## src/rtl/median_pkg.sv

```systemverilog
// Shared constants and types for the sequential median-of-9 engine:
// tap count, Paeth exchange schedule and the sequencer state encoding.
package median_pkg;

    localparam int NUM_TAPS   = 9;
    localparam int NUM_STEPS  = 19;
    localparam int MEDIAN_IDX = 4;

    typedef enum logic [1:0] {
        IDLE = 2'd0,
        SORT = 2'd1,
        DONE = 2'd2
    } state_t;

    typedef struct packed {
        logic [3:0] a;
        logic [3:0] b;
    } cx_pair_t;

    // After these 19 exchanges p[4] holds the median; the rest is only partially ordered.
    localparam cx_pair_t CX_SCHEDULE [NUM_STEPS] = '{
        '{4'd1, 4'd2}, '{4'd4, 4'd5}, '{4'd7, 4'd8}, '{4'd0, 4'd1},
        '{4'd3, 4'd4}, '{4'd6, 4'd7}, '{4'd1, 4'd2}, '{4'd4, 4'd5},
        '{4'd7, 4'd8}, '{4'd0, 4'd3}, '{4'd5, 4'd8}, '{4'd4, 4'd7},
        '{4'd3, 4'd6}, '{4'd1, 4'd4}, '{4'd2, 4'd5}, '{4'd4, 4'd7},
        '{4'd4, 4'd2}, '{4'd6, 4'd4}, '{4'd4, 4'd2}
    };

endpackage

```

## src/rtl/bitonic_sort_2.sv

```systemverilog
// Two-input compare-exchange cell: unsigned min on lo, max on hi.
// Equal inputs pass straight through, so ties never swap.
module bitonic_sort_2 #(
    parameter int WIDTH = 8
) (
    input  logic [WIDTH-1:0] a,
    input  logic [WIDTH-1:0] b,
    output logic [WIDTH-1:0] lo,
    output logic [WIDTH-1:0] hi
);

    logic swap;

    assign swap = (a > b);
    assign lo   = swap ? b : a;
    assign hi   = swap ? a : b;

endmodule

```

## src/rtl/median9_cx_sequencer.sv

```systemverilog
// Median-of-9 engine that walks Paeth's exchange network through a single
// compare-exchange cell, one step per clock, over a 9-entry register file.
module median9_cx_sequencer
    import median_pkg::*;
#(
    parameter int WIDTH = 8
) (
    input  logic                      i_clk,
    input  logic                      i_rst,
    input  logic [NUM_TAPS*WIDTH-1:0] i_window,
    input  logic                      i_valid,
    output logic                      o_ready,
    output logic [WIDTH-1:0]          o_median,
    output logic                      o_valid,
    input  logic                      i_ready,
    output logic                      o_busy
);

    localparam logic [4:0] LAST_STEP = 5'(NUM_STEPS - 1);

    state_t           state;
    state_t           state_nxt;
    logic [4:0]       step;
    logic [WIDTH-1:0] p [NUM_TAPS];
    cx_pair_t         pair;
    logic [WIDTH-1:0] cx_lo;
    logic [WIDTH-1:0] cx_hi;
    logic             accept;
    logic             last_step;

    assign pair      = CX_SCHEDULE[step];
    assign accept    = i_valid && o_ready;
    assign last_step = (step == LAST_STEP);

    bitonic_sort_2 #(
        .WIDTH (WIDTH)
    ) u_cx (
        .a  (p[pair.a]),
        .b  (p[pair.b]),
        .lo (cx_lo),
        .hi (cx_hi)
    );

    always_ff @(posedge i_clk or posedge i_rst) begin
        if (i_rst) begin
            state <= IDLE;
        end else begin
            state <= state_nxt;
        end
    end

    always_comb begin
        state_nxt = state;
        case (state)
            IDLE: if (accept) state_nxt = SORT;
            SORT: if (last_step) state_nxt = DONE;
            DONE: if (i_ready) state_nxt = i_valid ? SORT : IDLE;
            default: state_nxt = IDLE;
        endcase
    end

    // o_ready deliberately ignores i_valid so no valid->ready loop exists.
    always_comb begin
        o_ready = 1'b0;
        o_busy  = 1'b0;
        if (!i_rst) begin
            o_ready = (state == IDLE) || ((state == DONE) && i_ready);
        end
        o_busy = (state == SORT);
    end

    always_ff @(posedge i_clk or posedge i_rst) begin
        if (i_rst) begin
            step     <= '0;
            o_median <= '0;
            o_valid  <= 1'b0;
            for (int k = 0; k < NUM_TAPS; k++) begin
                p[k] <= '0;
            end
        end else begin
            case (state)
                IDLE: begin
                    if (accept) begin
                        step <= '0;
                        for (int k = 0; k < NUM_TAPS; k++) begin
                            p[k] <= i_window[k*WIDTH +: WIDTH];
                        end
                    end
                end
                SORT: begin
                    for (int k = 0; k < NUM_TAPS; k++) begin
                        if (4'(k) == pair.a) begin
                            p[k] <= cx_lo;
                        end else if (4'(k) == pair.b) begin
                            p[k] <= cx_hi;
                        end
                    end
                    if (last_step) begin
                        // Capture the value landing in the centre tap on this final exchange.
                        o_median <= (pair.a == 4'(MEDIAN_IDX)) ? cx_lo : cx_hi;
                        o_valid  <= 1'b1;
                    end else begin
                        step <= step + 5'd1;
                    end
                end
                DONE: begin
                    if (i_ready) begin
                        o_valid <= 1'b0;
                        if (i_valid) begin
                            step <= '0;
                            for (int k = 0; k < NUM_TAPS; k++) begin
                                p[k] <= i_window[k*WIDTH +: WIDTH];
                            end
                        end
                    end
                end
                default: begin
                    o_valid <= 1'b0;
                end
            endcase
        end
    end

endmodule

```

## config.mk

```make
export PLATFORM = sky130hd
export DESIGN_NAME = median9_cx_sequencer
export DESIGN_NICKNAME = d
export VERILOG_FILES = /design/src/rtl/median_pkg.sv /design/src/rtl/bitonic_sort_2.sv /design/src/rtl/median9_cx_sequencer.sv
export SDC_FILE = /design/constraint.sdc
export NUM_CORES = 1
export LEC_CHECK = 0
export CAP_MARGIN = 40
export CORE_MARGIN = 1.5
export CORE_UTILIZATION = 45
export DETAILED_ROUTE_END_ITERATION = 7
export PLACE_DENSITY_LB_ADDON = 0.05
export SYNTH_ARGS = -nofsm -noshare
export SYNTH_HDL_FRONTEND = slang
export SYNTH_SLANG_ARGS = --single-unit
```

## constraint.sdc

```tcl
create_clock -name i_clk -period 11.9 [get_ports i_clk]
set_input_delay 1.19 -clock i_clk [delete_from_list [all_inputs] [get_ports i_clk]]
set_output_delay 1.19 -clock i_clk [all_outputs]
set_load 0.005 [all_outputs]
```

==> out/results.txt <==
The post-CTS resize count is 0, and the hold buffer count at cts is 0. Based on the critical path, the design can be clocked at up to 157.5 MHz. Setup violations remaining at the end of the flow were counted as 0.

Summing every instance area after synthesis gives 7402 um^2. The congestion estimate from routability-driven global placement came to 1.042. The tools report the buffer type at the clock tree root as sky130_fd_sc_hd__clkbuf_16. Clock tree synthesis found a total of 88 sinks.

The cell type with the largest total area after synthesis was sky130_fd_sc_hd__dfrtp_1. Across the run, the number of max-cap violations was 0. In this run, distinct cell masters in the synthesized netlist total 84. Yosys printed 0 warnings.

The initial antenna violation count is 0. The tools report the global-route wire length before repair as 45420 um. The source-to-sink clock delay at the later pin of the worst-skew pair is 350 ps, and the final number of hold-violating endpoints is 0. Setup total negative slack on the finished layout was measured at 0 ps. The most critical setup path has its startpoint at step[0]$_DFFE_PP0P_.

The logs give 7801 for the number of vias after detailed routing and 46 for the standard-cell row count. TritonCTS built the clock tree. The final wirelength came out at 29680 um.

Nature of the critical path startpoint: a register. The deepest clock path buffer count is 2, and the average size of a mapped cell is 8.252 um^2. The clock arrives with 7.485 ps of skew.

In this run the critical register-to-register path is launched from step[0]$_DFFE_PP0P_. Counting flops and latches in the post-synthesis netlist gives 88. The floorplan step defined a die boundary enclosing 17230 um^2. In the synthesized netlist the dominant register cell turns out to be sky130_fd_sc_hd__dfrtp_1. The run gives 912 as the number of DRC markers in iteration 0.

The tools report the number of design rule violations left after detail routing as 0. The time the worst path needs with I/O delays and setup was 6349 ps. In this run the count of I/O pins placed on the die edge is 87.

The number of diodes was 0; the count of nets after finishing was 1039. The critical path in this run is classified as reg -> reg. The number of nets in the synthesized netlist is 989.

The final clock period utilization by the worst path was 53.35%. Measured along the x axis, the die boundary spans 131.3 um. The H-tree was split into 3 levels. Clock tree synthesis inserted a total of 9 buffers. For the starting density of the core, the log shows 46.26%. The number of synthesized flops with an enable pin was 0. The most instantiated library cell after synthesis was sky130_fd_sc_hd__nand2_1. The post-CTS setup repair buffer count came out at 0. The global-route usage over all layers is 34.33%, and the clock-pin transition on the worst setup and hold timing paths is 70 ps. The tools report the kind of capture point of the worst setup path as a register. The area added between synthesis and finish was 17.48%; the worst slew margin relative to its limit was 33.32%. Dividing the detail-routed wire length by the instance count gives 25.41 um.

The tools report the total core area as 16000 um^2. The async set-reset flop share out of synthesis was 100.0%; the maximum fanout encountered on the critical timing path was 18. The worst path required time is 12150 ps. Synthesis produced a netlist whose cell count is 897. The portion of the post-synthesis area used by sequential elements came out at 29.75%.

The origin of the worst min-delay path is o_valid$_DFFE_PP0P_. The transition time of the tightest slew-check pin came out at 996.6 ps. The max-slew violation count is 0, and the number of I/O port buffers is 86. The detailed-route vias per instance came out at 6.679.

Sorting the synthesized cells by area gives the leading types as sky130_fd_sc_hd__dfrtp_1, sky130_fd_sc_hd__mux2i_1, sky130_fd_sc_hd__a21oi_1. Detailed placement ended at an HPWL of 21540 um. The die is 131.3 um tall.

Setup repair after global routing left no endpoint under its margin. For this run the aggregate overflow at the end of global routing stands at 0. STA puts the critical path data arrival time at 6600 ps. The first TritonRoute pass finished after 5 iterations. The flow ran to the end, and the final reports show no timing, DRC or antenna violations.

Of the cells placed in the final design, the portion with a size suffix greater than 1 is 9.664%. The tools report the number of antenna-violating nets in the routed design as 0. The tools report the largest net degree at the start of global routing as 59. The via count of the first global-routing pass came out at 7656.

The classification of the worst-slack hold path was reg -> reg. Counting instances in the post-synthesis netlist gives the leading cell types as sky130_fd_sc_hd__nand2_1, sky130_fd_sc_hd__dfrtp_1, sky130_fd_sc_hd__a21oi_1. In this run the biggest area consumer among cell types represents 29.75% of the synthesized area.
layer usage:
layer  vias up  wire length, um  track usage [%]
li1       3474                -                -
met1      3744            12260            45.85
met2       485            13370            53.59
met3        98             2821            7.716
met4         0             1236            14.51
met5         -                0                0
stage by stage:
stage	instances	util (%)	setup slack, ps	instance area, um^2	hold slack, ps
after floorplan	897	-	6915	7402	450.2
after CTS	1167	54.30	5713	8688	486.7
after detailed placement	1151	52.39	5737	8382	469.4
after global routing	1168	54.35	5333	8696	510.6
final	1168	54.35	5551	8696	481.7
after global placement	1144	52.00	5806	8320	461.7
critical path, stage by stage, from the launching register on:
cell	delay (ps)
sky130_fd_sc_hd__dfrtp_1	620
sky130_fd_sc_hd__inv_1	210
sky130_fd_sc_hd__ha_1	360
sky130_fd_sc_hd__nor3b_1	350
sky130_fd_sc_hd__o32a_1	770
sky130_fd_sc_hd__nand2_2	430
sky130_fd_sc_hd__mux4_2	550
sky130_fd_sc_hd__mux2_2	420
sky130_fd_sc_hd__ha_1	350
sky130_fd_sc_hd__nand2_1	70
sky130_fd_sc_hd__o21ai_0	90
sky130_fd_sc_hd__or2_2	310
sky130_fd_sc_hd__o21a_1	170
sky130_fd_sc_hd__buf_4	230
sky130_fd_sc_hd__xnor2_2	790
sky130_fd_sc_hd__mux2i_1	190
sky130_fd_sc_hd__a221oi_1	300
cell families (layout without fill, tap and decap cells):
logic type | after synthesis | count (layout) | share of synthesized area (%)
DFF | 88 | 88 | 29.75
adders and majority gates | 16 | 16 | 2.705
and+or+nand+nor | 305 | 305 | 20.52
AOI/OAI and AO/OA | 296 | 296 | 26.98
xor gates and xnor gates | 11 | 11 | 1.707
buffers and inverters | 99 | 154 | 6.220
muxes | 82 | 82 | 12.12
registers in the layout (all words and copies together) (netlist names):
name	flops
state	2
o_median	8
step	5
p	72
o_valid	1
placed cells by master, fill, tap and decap left out, types with 22 or more instances in the layout:
cell type and count:
sky130_fd_sc_hd__and3_1 35, sky130_fd_sc_hd__clkdlybuf4s50_1 86, sky130_fd_sc_hd__nor2_1 51, sky130_fd_sc_hd__dfrtp_1 88
sky130_fd_sc_hd__buf_4 24, sky130_fd_sc_hd__a21oi_1 74, sky130_fd_sc_hd__nand3_1 26, sky130_fd_sc_hd__o21ai_0 57
sky130_fd_sc_hd__nand2_1 93, sky130_fd_sc_hd__or3_1 22, sky130_fd_sc_hd__mux2i_1 65, sky130_fd_sc_hd__inv_1 23
cell type report:
| class | instances | area, um^2 |
|---|---|---|
| Clock buffer | 10 | 239.0 |
| Clock inverter | 6 | 67.56 |
| Fill cell | 1520 | 7305 |
| Inverter | 25 | 95.09 |
| Multi-Input combinational cell | 710 | 4750 |
| Sequential cell | 88 | 2202 |
| Tap cell | 216 | 270.3 |
| Timing Repair Buffer | 113 | 1072 |
final timing paths:
| kind | to | slack (ps) | cells after the start |
|---|---|---|---|
| max in group asynchronous | p[6]$_DFFE_PP0P_ | 9430 | 3 |
| worst max-delay path | p[44]$_DFFE_PP0P_ | 5550 | 16 |
| worst min-delay path | o_valid$_DFFE_PP0P_ | 480 | 2 |
| worst min register to register | o_valid$_DFFE_PP0P_ | 480 | 2 |
| min in group asynchronous | o_valid$_DFFE_PP0P_ | 1290 | 2 |
| worst max register to register | p[44]$_DFFE_PP0P_ | 5550 | 16 |
Power is not shown: default switching activity piles up to over one toggle a cycle in this logic, so the estimate is an artifact.
